==> config.mk <==
export PLATFORM = sky130hd
export DESIGN_NAME = sev_seg_scan_ctrl_flat
export DESIGN_NICKNAME = d
export VERILOG_FILES = /design/src/rtl/sev_seg_pkg.sv /design/src/rtl/sev_seg_scan_ctrl_if.sv /design/src/rtl/sev_seg_decoder.sv /design/src/rtl/sev_seg_scan_ctrl.sv /design/src/flat_wrapper.sv
export SDC_FILE = /design/constraint.sdc
export NUM_CORES = 1
export LEC_CHECK = 0
export ABC_AREA = 1
export CORE_MARGIN = 3
export CORE_UTILIZATION = 35
export DETAILED_ROUTE_END_ITERATION = 12
export GPL_TIMING_DRIVEN = 0
export PLACE_DENSITY_LB_ADDON = 0.05
export RECOVER_POWER = 25
export SLEW_MARGIN = 20
export SYNTH_ARGS = -nofsm -noshare
export SYNTH_HDL_FRONTEND = slang
export SYNTH_HIERARCHICAL = 1
export SYNTH_SLANG_ARGS = --single-unit
==> constraint.sdc <==
create_clock -name clk -period 2.2 [get_ports clk]
set_input_delay 0.22 -clock clk [delete_from_list [all_inputs] [get_ports clk]]
set_output_delay 0.22 -clock clk [all_outputs]
set_load 0.02 [all_outputs]
==> src/rtl/sev_seg_pkg.sv <==
// sev_seg_pkg: shared constants, types and helpers for the 7-segment scan logic
// Contents:
//   SEG_BLANK  all segments off (active low)
//   bcd_t      one BCD digit nibble
//   clog2()    digit-index width for a given digit count
package sev_seg_pkg;
  localparam logic [7:1] SEG_BLANK = 7'b1111111;
  typedef logic [3:0] bcd_t;
  function automatic int clog2(input int n);
    int r = 0;
    for (int i = 0; i < 31; i++) if ((1 << i) < n) r = i + 1;
    return r;
  endfunction
endpackage

==> src/rtl/sev_seg_scan_ctrl_if.sv <==
// sev_seg_scan_ctrl_if: frame-load handshake and display lines of the scan controller
// Signals:
//   value_in, dp_in, load   frame source -> controller
//   load_ack, frame_start   controller status pulses
//   an, seg, dp             active-low display drive
// Modports: master = frame source / display side, slave = controller
interface sev_seg_scan_ctrl_if #(parameter int NUM_DIGITS = 4);
  logic [4*NUM_DIGITS-1:0] value_in;
  logic [NUM_DIGITS-1:0] dp_in;
  logic load;
  logic load_ack;
  logic frame_start;
  logic [NUM_DIGITS-1:0] an;
  logic [7:1] seg;
  logic dp;
  modport master (output value_in, dp_in, load, input load_ack, frame_start, an, seg, dp);
  modport slave (input value_in, dp_in, load, output load_ack, frame_start, an, seg, dp);
endinterface

==> src/rtl/sev_seg_decoder.sv <==
// sev_seg_decoder: BCD nibble to active-low segments, seg[7:1] = g..a
// Ports: bcd in (4), seg out (7); nibbles A-F show the centre bar only
module sev_seg_decoder
  import sev_seg_pkg::*;
(
  input  bcd_t       bcd,
  output logic [7:1] seg
);
  always_comb begin
    case (bcd)
      4'd0: seg = 7'b1000000;
      4'd1: seg = 7'b1111001;
      4'd2: seg = 7'b0100100;
      4'd3: seg = 7'b0110000;
      4'd4: seg = 7'b0011001;
      4'd5: seg = 7'b0010010;
      4'd6: seg = 7'b0000010;
      4'd7: seg = 7'b1111000;
      4'd8: seg = 7'b0000000;
      4'd9: seg = 7'b0010000;
      default: seg = 7'b0111111;
    endcase
  end
endmodule

==> src/rtl/sev_seg_scan_ctrl.sv <==
// sev_seg_scan_ctrl: time-multiplexed scan controller for an N-digit common-anode display
// Ports: clk, rst (sync, active high), bus (sev_seg_scan_ctrl_if.slave):
//   value_in/dp_in/load in, load_ack/frame_start out, an/seg/dp out (active low)
// Option: define LEADING_ZERO_BLANK_EN to blank leading zero digits (digit 0 always shown)
// All outputs are registered from the current counter state, so every output lags
// slot_cnt/digit_idx by one cycle; frame_start marks the first (blank) cycle of digit 0.
module sev_seg_scan_ctrl
  import sev_seg_pkg::*;
#(
  parameter int NUM_DIGITS   = 4,
  parameter int REFRESH_DIV  = 50000,
  parameter int BLANK_CYCLES = 500
) (
  input logic clk,
  input logic rst,
  sev_seg_scan_ctrl_if.slave bus
);
  localparam int SW = $clog2(REFRESH_DIV);
  localparam int IW = clog2(NUM_DIGITS);
  logic [SW-1:0] slot_cnt;
  logic [IW-1:0] digit_idx;
  logic [4*NUM_DIGITS-1:0] disp, pend;
  logic [NUM_DIGITS-1:0] disp_dp, pend_dp;
  logic pending, copied;
  logic slot_end, boundary, off;
  bcd_t nib;
  logic [7:1] dec_seg;
  assign slot_end = slot_cnt == SW'(REFRESH_DIV - 1);
  assign boundary = slot_end && digit_idx == IW'(NUM_DIGITS - 1);
  assign nib = disp[digit_idx*4 +: 4];
  sev_seg_decoder u_dec (.bcd(nib), .seg(dec_seg));
`ifdef LEADING_ZERO_BLANK_EN
  logic [NUM_DIGITS-1:0] lz;
  // lz[i]: digit i and every digit above it are 0 with dp off
  always_comb begin
    logic z;
    lz = '0;
    z = 1'b1;
    for (int i = NUM_DIGITS - 1; i > 0; i--) begin
      z = z && disp[4*i +: 4] == 4'd0 && !disp_dp[i];
      lz[i] = z;
    end
  end
  assign off = slot_cnt < SW'(BLANK_CYCLES) || lz[digit_idx];
`else
  assign off = slot_cnt < SW'(BLANK_CYCLES);
`endif
  always_ff @(posedge clk) begin
    if (rst) begin
      slot_cnt <= '0;
      digit_idx <= '0;
      disp <= '0;
      disp_dp <= '0;
      pend <= '0;
      pend_dp <= '0;
      pending <= 1'b0;
      copied <= 1'b0;
      bus.load_ack <= 1'b0;
      bus.frame_start <= 1'b0;
      bus.an <= '1;
      bus.seg <= SEG_BLANK;
      bus.dp <= 1'b1;
    end else begin
      slot_cnt <= slot_end ? '0 : slot_cnt + 1'b1;
      if (slot_end) digit_idx <= digit_idx == IW'(NUM_DIGITS - 1) ? '0 : digit_idx + 1'b1;
      if (bus.load) begin
        pend <= bus.value_in;
        pend_dp <= bus.dp_in;
      end
      if (boundary && pending) begin
        disp <= pend;
        disp_dp <= pend_dp;
      end
      // a load on the boundary cycle re-arms pending for the next frame
      pending <= bus.load || (pending && !boundary);
      // copied holds for the slot-0 cycle so load_ack aligns with frame_start
      copied <= boundary && pending;
      bus.load_ack <= copied;
      bus.frame_start <= slot_cnt == '0 && digit_idx == '0;
      bus.an <= off ? '1 : ~(NUM_DIGITS'(1) << digit_idx);
      bus.seg <= off ? SEG_BLANK : dec_seg;
      bus.dp <= off || !disp_dp[digit_idx];
    end
  end
endmodule

==> src/flat_wrapper.sv <==
// flat-port wrapper written by rule: the top's interface ports become plain ports
module sev_seg_scan_ctrl_flat import sev_seg_pkg::*;
#(
  parameter int NUM_DIGITS   = 4,
  parameter int REFRESH_DIV  = 50000,
  parameter int BLANK_CYCLES = 500
)
  (clk, rst, bus_value_in, bus_dp_in, bus_load, bus_load_ack, bus_frame_start, bus_an, bus_seg, bus_dp);
  sev_seg_scan_ctrl_if #(.NUM_DIGITS(NUM_DIGITS)) bus_i ();
  input logic clk;
  input logic rst;
  input wire logic [$bits(bus_i.value_in)-1:0] bus_value_in;
  input wire logic [$bits(bus_i.dp_in)-1:0] bus_dp_in;
  input wire logic [$bits(bus_i.load)-1:0] bus_load;
  output wire logic [$bits(bus_i.load_ack)-1:0] bus_load_ack;
  output wire logic [$bits(bus_i.frame_start)-1:0] bus_frame_start;
  output wire logic [$bits(bus_i.an)-1:0] bus_an;
  output wire logic [$bits(bus_i.seg)-1:0] bus_seg;
  output wire logic [$bits(bus_i.dp)-1:0] bus_dp;
  assign bus_i.value_in = bus_value_in;
  assign bus_i.dp_in = bus_dp_in;
  assign bus_i.load = bus_load;
  assign bus_load_ack = bus_i.load_ack;
  assign bus_frame_start = bus_i.frame_start;
  assign bus_an = bus_i.an;
  assign bus_seg = bus_i.seg;
  assign bus_dp = bus_i.dp;
  sev_seg_scan_ctrl #(.NUM_DIGITS(NUM_DIGITS), .REFRESH_DIV(REFRESH_DIV), .BLANK_CYCLES(BLANK_CYCLES)) u_core (.clk(clk), .rst(rst), .bus(bus_i));
endmodule
After elaboration in Yosys (flattened, before gate mapping)
Memories as Yosys holds them, arrays and structs flattened. A register that Yosys moved wholly into a read port is not among the register bits. Index checks and enable logic that the tools add are counted.

Output and inout port bits: 14. Register bits after elaboration: 67. Memories kept: 1. Memory bits (read-only): 112. Logic and storage cells: 37.

Memories: (no name shown) (words 16, bits a word 7, rd ports 1, clocked after Yosys merged registers in 1, write ports 0, RTL line sev_seg_decoder.sv:10) `case (bcd)`.

Bitwise logic cells: 1. Equal/unequal tests: 2. Magnitude comparators: 2. Reduce and logical (&&, ||, !) cells: 12. Add/subtract/negate cells: 2. Multiplexer cells: 3. Shift-type cells: 2.

Operators with widths (count): adder 16 x 1 -> 16 bit, second input constant (1); equality test 16 bit, second input constant (1); logical NOT 16 bit (1); less-than comparator 16 x 9 -> 1 bit, second input constant (1); indexed part select 16 x 5 -> 4 bit (1); logical AND 1 bit (4); inverter 4 bit (1); OR reduction 2 bit (2); << shifter 1 x 2 -> 4 bit, first input constant (1); less-than comparator 2 x 3 -> 1 bit, second input constant (1); adder 2 x 1 -> 2 bit, second input constant (1); binary-select mux 1 bit (select 2 bit) (1); equality test 2 bit, second input constant (1); logical NOT 1 bit (2); logical NOT 2 bit (1); logical OR 1 bit (2); two-way mux 2 bit (1); two-way mux 1 bit (1).

Longest topological paths before layout
Gate-level depths: netlist of the first run.

Depth after elaboration: 5. Mapped depth: 12. Depth with buffers taken out: 11.

By module
Netlist of the first run, hierarchy kept.

By module, submodules not included: sev_seg_scan_ctrl (area each 3086.7 um^2, times used 1, cells an instance 422); sev_seg_decoder (area each 186.4 um^2, times used 1, cells an instance 35).

Worst setup path before layout of the first run
No wires, ideal clock.

Kind: register to register. From: register u_core.digit_idx[0]. To: register u_core.bus.seg[4]. Cell stages (with the launch flop): 12. Path buffers: 2. Library setup time: 129 ps. Clock period less this slack: 1974 ps. Required time: 2071 ps. Path slack: 226 ps. Arrival time: 1845 ps. Path through: dfxtp_1 > buf_2 > inv_1 > buf_2 > a21oi_1 > a21oi_1 > inv_1 > ha_1 > nand2_1 > nand3_1 > nand2_1 > nand3b_1.

Cells in the longest elaborated chain, start to end: 1.

Ends and longest elaborated chain: from (decl) (RTL line sev_seg_scan_ctrl.sv:21) `logic [IW-1:0] digit_idx;`; from (signal assigned) (RTL line sev_seg_scan_ctrl.sv:65) `if (slot_end) digit_idx <= digit_idx == IW'(NUM_DIGITS - 1) ? '0 : digit_idx + 1'b1;`; indexed part select 16 x 5 -> 4 bit (RTL line sev_seg_scan_ctrl.sv:30) `assign nib = disp[digit_idx*4 +: 4];`; net u_core.nib[1] (RTL line sev_seg_scan_ctrl.sv:26) `bcd_t nib;`; to (decl) (RTL line sev_seg_scan_ctrl_if.sv:17) `modport slave (input value_in, dp_in, load, output load_ack, frame_start, an, seg, dp);`.

The timed path passes the listed nets, and every way through them passes these cells. A chain may end at the register's enable or synchronous reset.

Worst setup path in the final report of the first run
Ends and elaborated chain as after synthesis.

==> metrics, run 1 <==
maximum clock insertion buffer count 2; Fin Clk Skew 0.00998 ns; data required time of the worst path 2.42 ns; Via density 4.52; Post-CTS Hold Fix Bufs 0; most instantiated cells after synthesis nor2_1 (119), nand2_1 (89), dfxtp_1 (74), inv_1 (43), o21ai_0 (29); Hold Crit Class reg -> reg; top cell type's share of synthesized area 45.3%; Crit Path Class reg -> reg; Reg2Reg Setup Slack 0.18 ns; RSZ-0062 raised after global routing false; Yosys cell types 27; Post-Route WL 7150 um; Worst-path clk slew 0.07 ns; hold wc startpoint u_core/copied$_SDFF_PP0_; cell with the most instances after synthesis nor2_1; Final ANT Viol Nets 0; Fin Hold WS 0.409 ns; Crit. End Element register; largest net degree at the start of global routing 13; post-synth top area cell dfxtp_1; Setup Viol. Count Final 0; number of DRC markers in iteration 0 91; placed cells 601; status finished clean; Post-CTS Setup Inserts 0; fmax 494 MHz; final-layout fill cell count 917; Post-synth top flop dfxtp_1; # H-tree levels 3; post-synthesis register bit count 74; leakage 1.78 nW; MaxCap Viol Count 0; Core Footprint 0.00889 mm2; RePlAce Congestion 0.857; Final Net Count 538; I/O pin count 37; Routed WL per cell 11.6 um; reg2reg end u_core/bus.seg[4]$_SDFF_PP1_; Clock Tree Root clkbuf_8; layout cells sized above 1 6.68%; worst vdd ir 0.000403 V; GRT Resource Usage Total 14.7%; IO buf count 36; Clk Latency, worst-skew pair 0.34 ns; Die X 103 um; # rows 34; Hold Violations, Final 0; EDFF count, synth 0; Post-Syn Area per Cell 7.16 um2; grt total ovfl 0; vias in the first global route 2632; final cycle utilization of the critical path 92.0%; Worst Tran Pin Value 0.594 ns; synth warn 6; max_slew headroom 60.4%; worst reg2reg startpoint u_core/digit_idx[0]$_SDFFE_PP0N_; ant diodes 0; Cells after Synth 457; CP Max Fanout 11; Die Area 0.0105 mm2; post-layout min period 2.02 ns; DR vias 2791; CTS tree done; share of async-settable or async-resettable flops after synthesis 0%; Remaining DRCs 0; Area Overhead vs Synth 22.3%; R2R cell count 11; Hold Path End u_core/bus.load_ack$_SDFF_PP0_; Final Instance Count excl. Fillers 617; die height 103 um; syn nets 491; PwrDens 678 mW/mm2; sequential share of the synthesized area 45.3%; Initial Util 36.8%; WP data arrival 2.24 ns; first-pass GRT wire length 12100 um; Num CTS Buffers 9; post-detailed-placement half-perimeter wirelength 5210 um; DRT Pass-1 Iters 4; Clock Sinks 74; worst hold path depth 2; Synth area leaders dfxtp_1 (45%), nor2_1 (14%), nand2_1 (10%); antenna violations before repair 0; Syn Std Cell Area 0.00327 mm2; crit start category register; Final Max Slew Viols 0
## worst max path at each step
stage                     slack (ns)                              from                           end  depth (start not counted)
after floorplan                 0.23  u_core/digit_idx[0]$_SDFFE_PP0N_  u_core/bus.seg[4]$_SDFF_PP1_                         11
after global placement         -0.04  u_core/digit_idx[0]$_SDFFE_PP0N_  u_core/bus.seg[4]$_SDFF_PP1_                         11
after detailed placement       -0.04  u_core/digit_idx[0]$_SDFFE_PP0N_  u_core/bus.seg[4]$_SDFF_PP1_                         11
after CTS                       0.07  u_core/digit_idx[0]$_SDFFE_PP0N_  u_core/bus.seg[4]$_SDFF_PP1_                         11
after global routing            0.01  u_core/digit_idx[0]$_SDFFE_PP0N_  u_core/bus.seg[4]$_SDFF_PP1_                         11
final                           0.18  u_core/digit_idx[0]$_SDFFE_PP0N_  u_core/bus.seg[4]$_SDFF_PP1_                         11
## layout by cell type, fill, tap and decap left out, drive strengths merged, types with 7 or more instances in the layout
cell	synthesis	final
o21ai	30	30
nor2	121	121
dlygate4sd3	0	15
clkbuf	10	24
buf	9	7
nand3b	8	8
dfxtp	74	74
clkdlybuf4s50	0	21
nand3	19	19
a21oi	21	21
inv	45	45
ha	11	11
nand2	90	90
## area by class of cell
type / instances / area (um2) / area share [%]
inverter: 46 / 176 / 4.41
multi-input combinational: 318 / 1510 / 37.8
tap: 108 / 135 / 3.38
sequential: 74 / 1480 / 37.0
clock buffer: 12 / 155 / 3.88
timing repair buffer: 36 / 360 / 9.00
clock inverter: 4 / 73.8 / 1.84
buffer: 19 / 109 / 2.72
## power by group
part           total (W)  leakage (nW)  switching (W)  internal, W
Clock            0.00119         0.117       0.000486     0.000702
Sequential       0.00139         0.603      0.0000202      0.00137
Combinational   0.000134          1.06      0.0000692    0.0000649
Total            0.00271          1.78       0.000576      0.00214
## per-stage QoR
stage / area (um2) / utilization (%) / total power, W / setup slack [ns] / setup TNS, ns
after floorplan: 3270 / - / 0.00149 / 0.226 / 0
after global routing: 4000 / 45.0 / 0.00284 / 0.0124 / 0
final: 4000 / 45.0 / 0.00271 / 0.177 / 0
after CTS: 4010 / 45.0 / 0.00277 / 0.0672 / 0
after detailed placement: 3770 / 42.4 / 0.00156 / -0.0409 / -0.0409
after global placement: 3770 / 42.4 / 0.00156 / -0.0390 / -0.0390
## critical path, cell delays in order (launching register included)
cell and delay (ns):
dfxtp_1 0.34, clkbuf_4 0.18, inv_1 0.15, buf_6 0.16, a21oi_1 0.10, a21oi_4 0.17, inv_1 0.12, ha_1 0.29
nand2_1 0.07, nand3_1 0.13, nand2_1 0.05, nand3b_1 0.15
## flip-flops by register name, indices dropped and copies added (netlist names)
name,flops
u_core/disp,16
u_core/pend,16
u_core/slot_cnt,16
u_core/bus.seg,7
u_core/bus.an,4
u_core/disp_dp,4
u_core/pend_dp,4
u_core/digit_idx,2
u_core/bus.dp,1
u_core/bus.frame_start,1
u_core/bus.load_ack,1
u_core/copied,1
u_core/pending,1
## routing by layer
| metal | wire, um | part of all wire [%] | vias up | track usage, % |
|---|---|---|---|---|
| met1 | 3520 | 49 | 1219 | 18.5 |
| met3 | 285 | 4.0 | 10 | 3.65 |
| li1 | - | - | 1511 | - |
| met4 | 136 | 1.9 | 0 | 6.05 |
| met2 | 3210 | 45 | 51 | 24.0 |
| met5 | 0 | 0 | - | 0 |
## kinds of logic after synthesis
group / after synthesis / share of synthesized area [%]
adders and majority gates: 11 / 4.20
buffers and inverters: 65 / 8.37
xor gates and xnor gates: 8 / 2.14
DFF: 74 / 45.3
AOI/OAI and AO/OA: 52 / 8.14
and+or+nand+nor: 247 / 31.9
## repair_timing
item	4_1_cts	5_1_grt
gates resized for setup	2	8
pin swaps	0	0
setup endpoints to repair	1	6
gates cloned	0	0
(Power assumes the default switching activity.)
==> run 2, diff against run 1 <==
--- a/config.mk
+++ b/config.mk
@@ -6,8 +6,11 @@
 export NUM_CORES = 1
 export LEC_CHECK = 0
 export ABC_AREA = 1
+export CELL_PAD_IN_SITES_DETAIL_PLACEMENT = 0
+export CELL_PAD_IN_SITES_GLOBAL_PLACEMENT = 1
 export CORE_MARGIN = 3
 export CORE_UTILIZATION = 35
+export CTS_CLUSTER_SIZE = 24
 export DETAILED_ROUTE_END_ITERATION = 12
 export GPL_TIMING_DRIVEN = 0
 export PLACE_DENSITY_LB_ADDON = 0.05
==> run 2 against run 1 <==
Against the previous run: power shrank 5.5%; critical path depth is the same; sequential share of layout area grew 0.38 points; die area is the same; core utilization shrank 0.42 points; worst hold slack lost 0.0040 ns; final area shrank 0.94%; routed wire length grew 1.7%; final cell count is the same; critical endpoint unchanged; highest routed layer unchanged; register-to-register slack is essentially flat; critical path type unchanged.
==> metrics, run 2 (same netlist as run 1, synthesis figures left out) <==
largest net degree at the start of global routing 14 (+1); final worst slack 0.166 ns (-0.0108 ns); RePlAce Congestion 0.818 (-4.6%); Clk Latency, worst-skew pair 0.35 ns (about the same); Area Overhead vs Synth 21.2%; Num CTS Buffers 9 (unchanged); Remaining DRCs 0 (unchanged); Top Registers u_core/disp (16), u_core/pend (16), u_core/slot_cnt (16); top cell family by delay on the critical path buffers and inverters; Crit. End Element register; Post-CTS Hold Fix Bufs 0 (unchanged); final cycle utilization of the critical path 92.5% (+0.49 points); crit start category register; slowest stage delay, CP 0.34 ns (about the same); DRT Pass-1 Iters 4 (unchanged); max_slew headroom 65.3% (+4.9 points); CTS tree done; first-pass GRT wire length 12300 um (+1.9%); Critical Path Slowest Stage Cell dfxtp_1; Post-Route WL 7270 um (+1.7%); sequential cell area 0.00148 mm2 (about the same); MaxCap Viol Count 0 (unchanged); CP cell instances buf_4, inv_1, buf_6, nand2_1, a21oi_2, inv_1, ha_1, nand2_1, nand3_1, nand2_1, nand3b_1; Via density 4.51 (-0.32%); leakage 1.75 nW (-1.7%); CP Max Fanout 11 (unchanged); commonest non-fill, non-tap cell in the layout nor2_1; Routed WL per cell 11.8 um (+1.7%); Die Area 0.0105 mm2 (unchanged); Worst Tran Pin Value 0.521 ns (-0.0734 ns); Place WS -0.0572 ns (-0.0163 ns); Setup Viol. Count Final 0 (unchanged); Hold Violations, Final 0 (unchanged); status finished clean; most frequent cells in the layout nor2_1 (120), nand2_1 (89), dfxtp_1 (73); fmax 492 MHz (-0.53%); PwrDens 647 mW/mm2 (-4.6%); Clock Tree Root clkbuf_8; # rows 34 (unchanged); Worst-path clk slew 0.08 ns (about the same); worst vdd ir 0.000358 V (-11%); Die X 103 um (unchanged); final-layout fill cell count 975 (+6.3%); layout cells sized above 1 7.07% (+0.39 points); Final ANT Viol Nets 0 (unchanged); post-detailed-placement half-perimeter wirelength 5310 um (+1.8%); DR vias 2782 (-0.32%); most frequent CP cell nand2_1; placed cells 601 (unchanged); I/O pin count 37 (unchanged); Clock Sinks 74 (unchanged); number of DRC markers in iteration 0 105 (+15%); # H-tree levels 3 (unchanged); Fin Clk Skew 0.0100 ns (+0.0000470 ns); die height 103 um (unchanged); Fin Hold WS 0.405 ns (-0.00397 ns); Hold Crit Class reg -> reg; data required time of the worst path 2.42 ns (about the same); WP data arrival 2.26 ns (+0.02 ns); post-layout min period 2.03 ns (+0.0108 ns); Initial Util 36.8% (unchanged); maximum clock insertion buffer count 2 (unchanged); Crit Path Class reg -> reg; Core Footprint 0.00889 mm2 (unchanged); Final Instance Count excl. Fillers 617 (unchanged); ant diodes 0 (unchanged); GRT Resource Usage Total 15.1% (+0.40 points); CP Buf/Inv Count 4 (unchanged); RSZ-0062 raised after global routing false; Final Max Slew Viols 0 (unchanged); grt total ovfl 0 (unchanged); IO buf count 36 (unchanged); vias in the first global route 2648 (+0.61%); antenna violations before repair 0 (unchanged); Post-CTS Setup Inserts 0 (unchanged); Multi-input gate area 0.00151 mm2 (-0.25%); Final Net Count 538 (unchanged)
-- run 2: final timing paths --
kind | start | to | slack, ns | cells after the start
hold / removal | u_core/copied$_SDFF_PP0_ | u_core/bus.load_ack$_SDFF_PP0_ | 0.41 | 2
hold reg to reg | u_core/copied$_SDFF_PP0_ | u_core/bus.load_ack$_SDFF_PP0_ | 0.41 | 2
setup / recovery | u_core/digit_idx[0]$_SDFFE_PP0N_ | u_core/bus.seg[4]$_SDFF_PP1_ | 0.17 | 11
setup reg to reg | u_core/digit_idx[0]$_SDFFE_PP0N_ | u_core/bus.seg[4]$_SDFF_PP1_ | 0.17 | 11
-- run 2: metrics by stage --
step                      setup TNS (ns)  utilization, %  total power [W]  instance area, um2
after CTS                              0            44.7          0.00262                3970
after floorplan                        0               -          0.00149                3270
after detailed placement         -0.0572            42.4          0.00156                3770
final                                  0            44.6          0.00257                3970
after global routing                   0            44.6          0.00269                3970
after global placement           -0.0588            42.4          0.00156                3770
-- run 2: final cells by class --
cell class	instances	share of cell area, %
clock buffer	9	3.12
multi-input combinational	318	38.0
buffer	19	2.74
sequential	74	37.4
timing repair buffer	36	9.09
clock inverter	7	1.77
tap	108	3.41
inverter	46	4.45
-- run 2: report_power, final --
group / internal [W] / switching (W)
Clock: 0.000519 / 0.000521
Sequential: 0.00137 / 0.0000196
Combinational: 0.0000648 / 0.0000694
Total: 0.00196 / 0.000610
-- run 2: repair_timing --
item                       CTS  global route
gates cloned                 0             0
pin swaps                    0             1
resized for setup            2             8
setup endpoints to repair    1             7
-- run 2: routing by layer --
metal	part of all wire [%]	global-route usage, %	routed length (um)	up-vias
met4	0.81	3.63	59	0
met5	0	0	0	-
met1	48	19.0	3520	1223
met2	46	25.3	3370	45
li1	-	-	-	1508
met3	4.4	4.47	318	6
-- run 2: worst reg2reg max path, cell delays in order (launching register included) --
cell	delay (ns)
dfxtp_1	0.34
buf_4	0.17
inv_1	0.15
buf_6	0.17
nand2_1	0.07
a21oi_2	0.22
inv_1	0.13
ha_1	0.29
nand2_1	0.06
nand3_1	0.11
nand2_1	0.05
nand3b_1	0.15
